File: config.mk
export PLATFORM = sky130hd
export DESIGN_NAME = pwm_peripheral
export DESIGN_NICKNAME = d
export VERILOG_FILES = /design/src/rtl/pwm_peripheral.sv
export SDC_FILE = /design/constraint.sdc
export NUM_CORES = 1
export LEC_CHECK = 0
export CAP_MARGIN = 25
export CORE_UTILIZATION = 42
export CTS_BUF_LIST = sky130_fd_sc_hd__clkbuf_8
export DETAILED_ROUTE_END_ITERATION = 7
export PLACE_DENSITY = 0.78
export RECOVER_POWER = 25
export SYNTH_ARGS = -nofsm -noshare
export SYNTH_HDL_FRONTEND = slang
export SYNTH_SLANG_ARGS = --single-unit
File: constraint.sdc
create_clock -name clk -period 1.6 [get_ports clk]
set_input_delay 0.24 -clock clk [delete_from_list [all_inputs] [get_ports clk]]
set_output_delay 0.24 -clock clk [all_outputs]
set_load 0.03 [all_outputs]
File: src/rtl/pwm_peripheral.sv
// Shared-phase PWM driver for 16 pins with prescaled 8-bit period counter.
// Duty is shadowed at the period wrap so mid-period writes never create runt pulses.
module pwm_peripheral #(
  parameter int CLK_DIV = 13
) (
  input  logic        clk,
  input  logic        rst,
  input  logic [15:0] en_out,
  input  logic [15:0] en_pwm,
  input  logic [7:0]  pwm_duty,
  output logic [15:0] out,
  output logic        period_start
);

  localparam int PW = (CLK_DIV > 1) ? $clog2(CLK_DIV) : 1;
  localparam logic [PW-1:0] PLAST = PW'(CLK_DIV - 1);

  logic [PW-1:0] presc;
  logic [7:0]    cnt;
  logic [7:0]    duty_sh;
  logic          load_pend;
  logic          pwm_sig;
  logic          tick;
  logic          wrap;

  assign tick = (presc == PLAST);
  assign wrap = tick && (cnt == 8'hFF);

  always_ff @(posedge clk) begin
    if (rst) begin
      presc        <= '0;
      cnt          <= '0;
      duty_sh      <= '0;
      load_pend    <= 1'b1;
      pwm_sig      <= 1'b0;
      out          <= '0;
      period_start <= 1'b0;
    end else begin
      // Counters hold during the initial load so the first period is full length
      if (load_pend) begin
        duty_sh      <= pwm_duty;
        load_pend    <= 1'b0;
        period_start <= 1'b1;
      end else begin
        presc        <= tick ? '0 : presc + 1'b1;
        if (tick)
          cnt <= cnt + 8'd1;
        if (wrap)
          duty_sh <= pwm_duty;
        period_start <= wrap;
      end
      pwm_sig <= (duty_sh == 8'hFF) | (cnt < duty_sh);
      for (int i = 0; i < 16; i++)
        out[i] <= en_out[i] ? (en_pwm[i] ? pwm_sig : 1'b1) : 1'b0;
    end
  end

endmodule

==> results <==
- The flow ran to the end, and the final reports show no timing, DRC or antenna violations.
- The highest ir drop seen on vdd is 538 uV.
- The number of sinks driven by the clock tree is 39.
- Across the whole layout, storage elements account for 785 um^2.
- The maximum clock path buffer count is 2.
- The routed design has approximately 3600 um of wire.
- Based on the critical path, the design can be clocked at up to ~630 MHz.
- The final setup skew is 0.00462 ns.
- The root buffer cell is sky130_fd_sc_hd__clkbuf_8.
- The global-route total usage across every layer is between 10% and 20%.
- In this run, the number of DRC markers left after iteration 0 of detailed routing was 59.
- The placed standard-cell area is 0.00237 mm^2.
- The startpoint of the worst-slack reg-to-reg timing path is presc[1].
- The Yosys step of the flow raised 0 warnings.
- Routability-driven placement finished with a final weighted congestion of 0.859.
- The multi-input gate area in the final layout is around 880 um^2.
- The classification of the worst setup path is flop to flop.
- The register-to-register setup slack is between 0.01 and 0.015 ns.
- The worst-margin pin slew is around 0.54 ns.
- The number of max-cap violations is 0.
- The count of endpoints failing hold in the final timing report is 0.
- Relative to the synthesized area, the layout overhead comes to 48.7%.
- The worst-path maximum fanout is 4.
- The floorplan step set the die height to about 65 um.
- The length in cells of the worst reg-to-reg path is 7.
- The category of the worst setup path launch point is a flop.
- Measured on the finished design, the core utilization comes to about 67%.
- The number of global-route vias before repair is around 1300.
- The count of pins over their slew limit is 0.
- The repair_antennas step left the layout with diodes totalling 0.
- The core region is between 0.003 and 0.004 mm^2.
- The depth of the worst hold-timing path is 2.
- The endpoint type of the worst setup path is a flop.
- Yosys mapped the design onto 32 distinct sky130hd cell types.
- Cells with a size suffix above 1 make up roughly 13% of the layout.
- For the worst setup path, the data required time is between 1.5 and 2 ns.
- The number of antenna violations at the first check in global routing is 0.
- The first-pass GRT wire length is around 6000 um.
- The net count of the finished layout is roughly 290.
- The power per standard cell area is 812 mW/mm^2.
- The critical path arrival is 1.77 ns.
- The width of the die is roughly 65 um.
- The depth of the CTS H-tree is 2.
- In this design, the stage delay of the slowest critical-path cell is between 0.3 and 0.4 ns.
- Entering global routing, the biggest net connects 26 pins.
- The area share of the leading cell type in the synthesized netlist is 46.1%.
- A synthesized cell averages between 10 and 15 um^2.
- After synthesis, flip-flops and latches occupy a little under half of the total area.
- The number of synthesized register bits is 39.
- The clock insertion delay at the later pin of the skew report is ~0.28 ns.
- The worst slack on hold paths is slightly below 0.5 ns.
- During I/O placement, the number of pins put on the boundary was 59.
- For this design, the slowest cell found on the critical path is sky130_fd_sc_hd__dfxtp_2.
- The number of enable-type register cells in the synthesized netlist is 0.
- With fillers left out, the area of the finished cells amounts to around 0.0025 mm^2.
- The number of inserted filler cells in the final layout is roughly 310.
- Synthesis produced a netlist whose cell count is between 150 and 200.
- Setup repair after global routing could not meet its margin everywhere.
- The die outline area is 0.00429 mm^2.
- After global routing the overflow that remains totals 0.
- For this configuration, the core starts out at a cell density of roughly 45%.
- The leakage dissipation is ~1 nW.
- The final setup violation count is 0.
- Traced cell by cell, the critical path runs through inv_2 > ha_4 > and3_4 > a41oi_4 > clkbuf_16 > mux2i_1 > nor2_1.
- By area the synthesized netlist is led by sky130_fd_sc_hd__dfxtp_1 46%, sky130_fd_sc_hd__ha_1 7.4%, sky130_fd_sc_hd__nor3b_1 7.1%.
- The worst hold path belongs to the class flop to flop.
- In this run the remaining antenna-violating nets after routing total 0.
- The CTS tree is yes.
- After layout, the minimum clock period comes to between 1.5 and 2 ns.
- The number of buffers added on ports is 58.
- The dominant cell type by area after synthesis is sky130_fd_sc_hd__dfxtp_1.
- For this run, asynchronously set or reset flops after synthesis account for 0%.
- Once detailed placement completed, the half-perimeter wirelength came to between 2000 and 3000 um.
- The critical path capture point is duty_sh[2].
- The reg-to-reg critical path endpoint is duty_sh[2].
- Tracing the worst setup path back leads to its startpoint at presc[1].
- The first detailed-routing pass ran for 4 iterations.
- Setup slack closes at approximately 0.011 ns.
- The number of buffers inserted during clock tree synthesis is 5.
- In this run the tightest slew margin relative to its limit is approximately 64%.
- Dividing the detail-routed via count by the number of cells gives around 4.8.
- Among all flip-flop cells after synthesis, the most frequent one is sky130_fd_sc_hd__dfxtp_1.
- The clock slew seen by the registers of the worst setup and hold paths is 0.07 ns.
- In the routed design, unresolved DRC markers number 0.
- Detailed routing inserted a total of 1366 vias.
- The final critical path takes up slightly below 100% of the cycle.
- The worst slack at placement is 0.0660 ns.
- The row count is 22.
- Summing every instance area after synthesis gives about 0.0017 mm^2.
- The average wire per standard cell is between 10 and 15 um.
- The number of buffers inserted to repair setup after CTS is 0.
- The number of nets in the synthesized netlist is 220.
[power breakdown]
part	internal [W]	switching [W]
sequential	0.00102	0.0000345
clock	0.000298	0.000327
combinational	0.000216	0.000150
[Yosys cell counts (all sizes together) (2+ instances only)]
cell,count
dfxtp,39
nor2,18
nor2b,16
nor3b,16
ha,10
inv,9
mux2i,9
nand2,5
xor2,5
clkbuf,4
nand4,4
nor3,4
xnor2,4
and3,3
a211o,2
a21oi,2
buf,2
nand3,2
nand4b,2
[critical path, delay by kind of cell, from the launching register on]
family,cells,cell delay [ns]
flops,1,0.34
mux,1,0.20
fa+ha+maj,1,0.16
buf+inv,2,0.24
simple gates,2,0.24
compound gates,1,0.29
[flip-flops by register name, indices dropped and copies added, names as in the netlist]
name          count
presc             4
load_pend         1
duty_sh           8
out              16
pwm_sig           1
period_start      1
cnt               8
[logic make-up after synthesis]
kind of cell    after synthesis  share of synthesized area [%]
compound gates               10                           4.73
xor+xnor                      9                           4.66
fa+ha+maj                    10                           7.39
buf+inv                      16                           4.29
flops                        39                           46.1
mux                           9                           5.32
simple gates                 75                           27.5
[metrics by stage]
step	setup TNS (ns)	power, W	instances
6_report	0	0.00204	284
5_1_grt	-0.0894	0.00217	284
4_1_cts	0	0.00205	283
3_5_place_dp	0	0.00142	275
3_3_place_gp	0	0.00141	275
2_1_floorplan	0	0.00123	168
[area by class of cell]
type                       instances  area share, %
clock buffer                       5           2.73
clock inverter                     3          0.646
inverter                           9           1.34
multi-input combinational        113           34.9
sequential                        39           31.2
tap                               48           2.39
timing repair buffer              67           26.8
[worst min path at each step]
stage	start	to	slack (ns)
after floorplan	rst	load_pend	0.27
after global placement	duty_sh[6]	duty_sh[6]	0.48
after detailed placement	cnt[1]	cnt[1]	0.50
after CTS	en_out[4]	out[4]	0.51
after global routing	en_out[4]	out[4]	0.49
final	cnt[1]	cnt[1]	0.48
[routing by layer]
metal	share of wire (%)	track usage [%]	wire, um
met1	42	20.8	1490
met2	45	28.4	1620
met3	12	10.8	419
met4	1.2	7.88	44
met5	0	0	0
[placed cells by master, fill, tap and decap left out, types with 4 or more instances in the layout]
cell type and instances:
sky130_fd_sc_hd__buf_4 6, sky130_fd_sc_hd__clkbuf_8 5, sky130_fd_sc_hd__nand4_1 4, sky130_fd_sc_hd__nor2b_1 16, sky130_fd_sc_hd__clkdlybuf4s50_1 57, sky130_fd_sc_hd__inv_1 8, sky130_fd_sc_hd__ha_1 8, sky130_fd_sc_hd__nor3b_1 16
sky130_fd_sc_hd__dfxtp_1 36, sky130_fd_sc_hd__nand2_1 5, sky130_fd_sc_hd__nor3_1 4, sky130_fd_sc_hd__mux2i_1 7, sky130_fd_sc_hd__xnor2_1 4, sky130_fd_sc_hd__xor2_1 5, sky130_fd_sc_hd__nor2_1 18
[what timing repair did]
action	CTS	global route
resized for setup	0	12
hold buffers	0	0
endpoints found under the setup margin	0	10
Note: power is estimated with default switching activity, not from simulation.
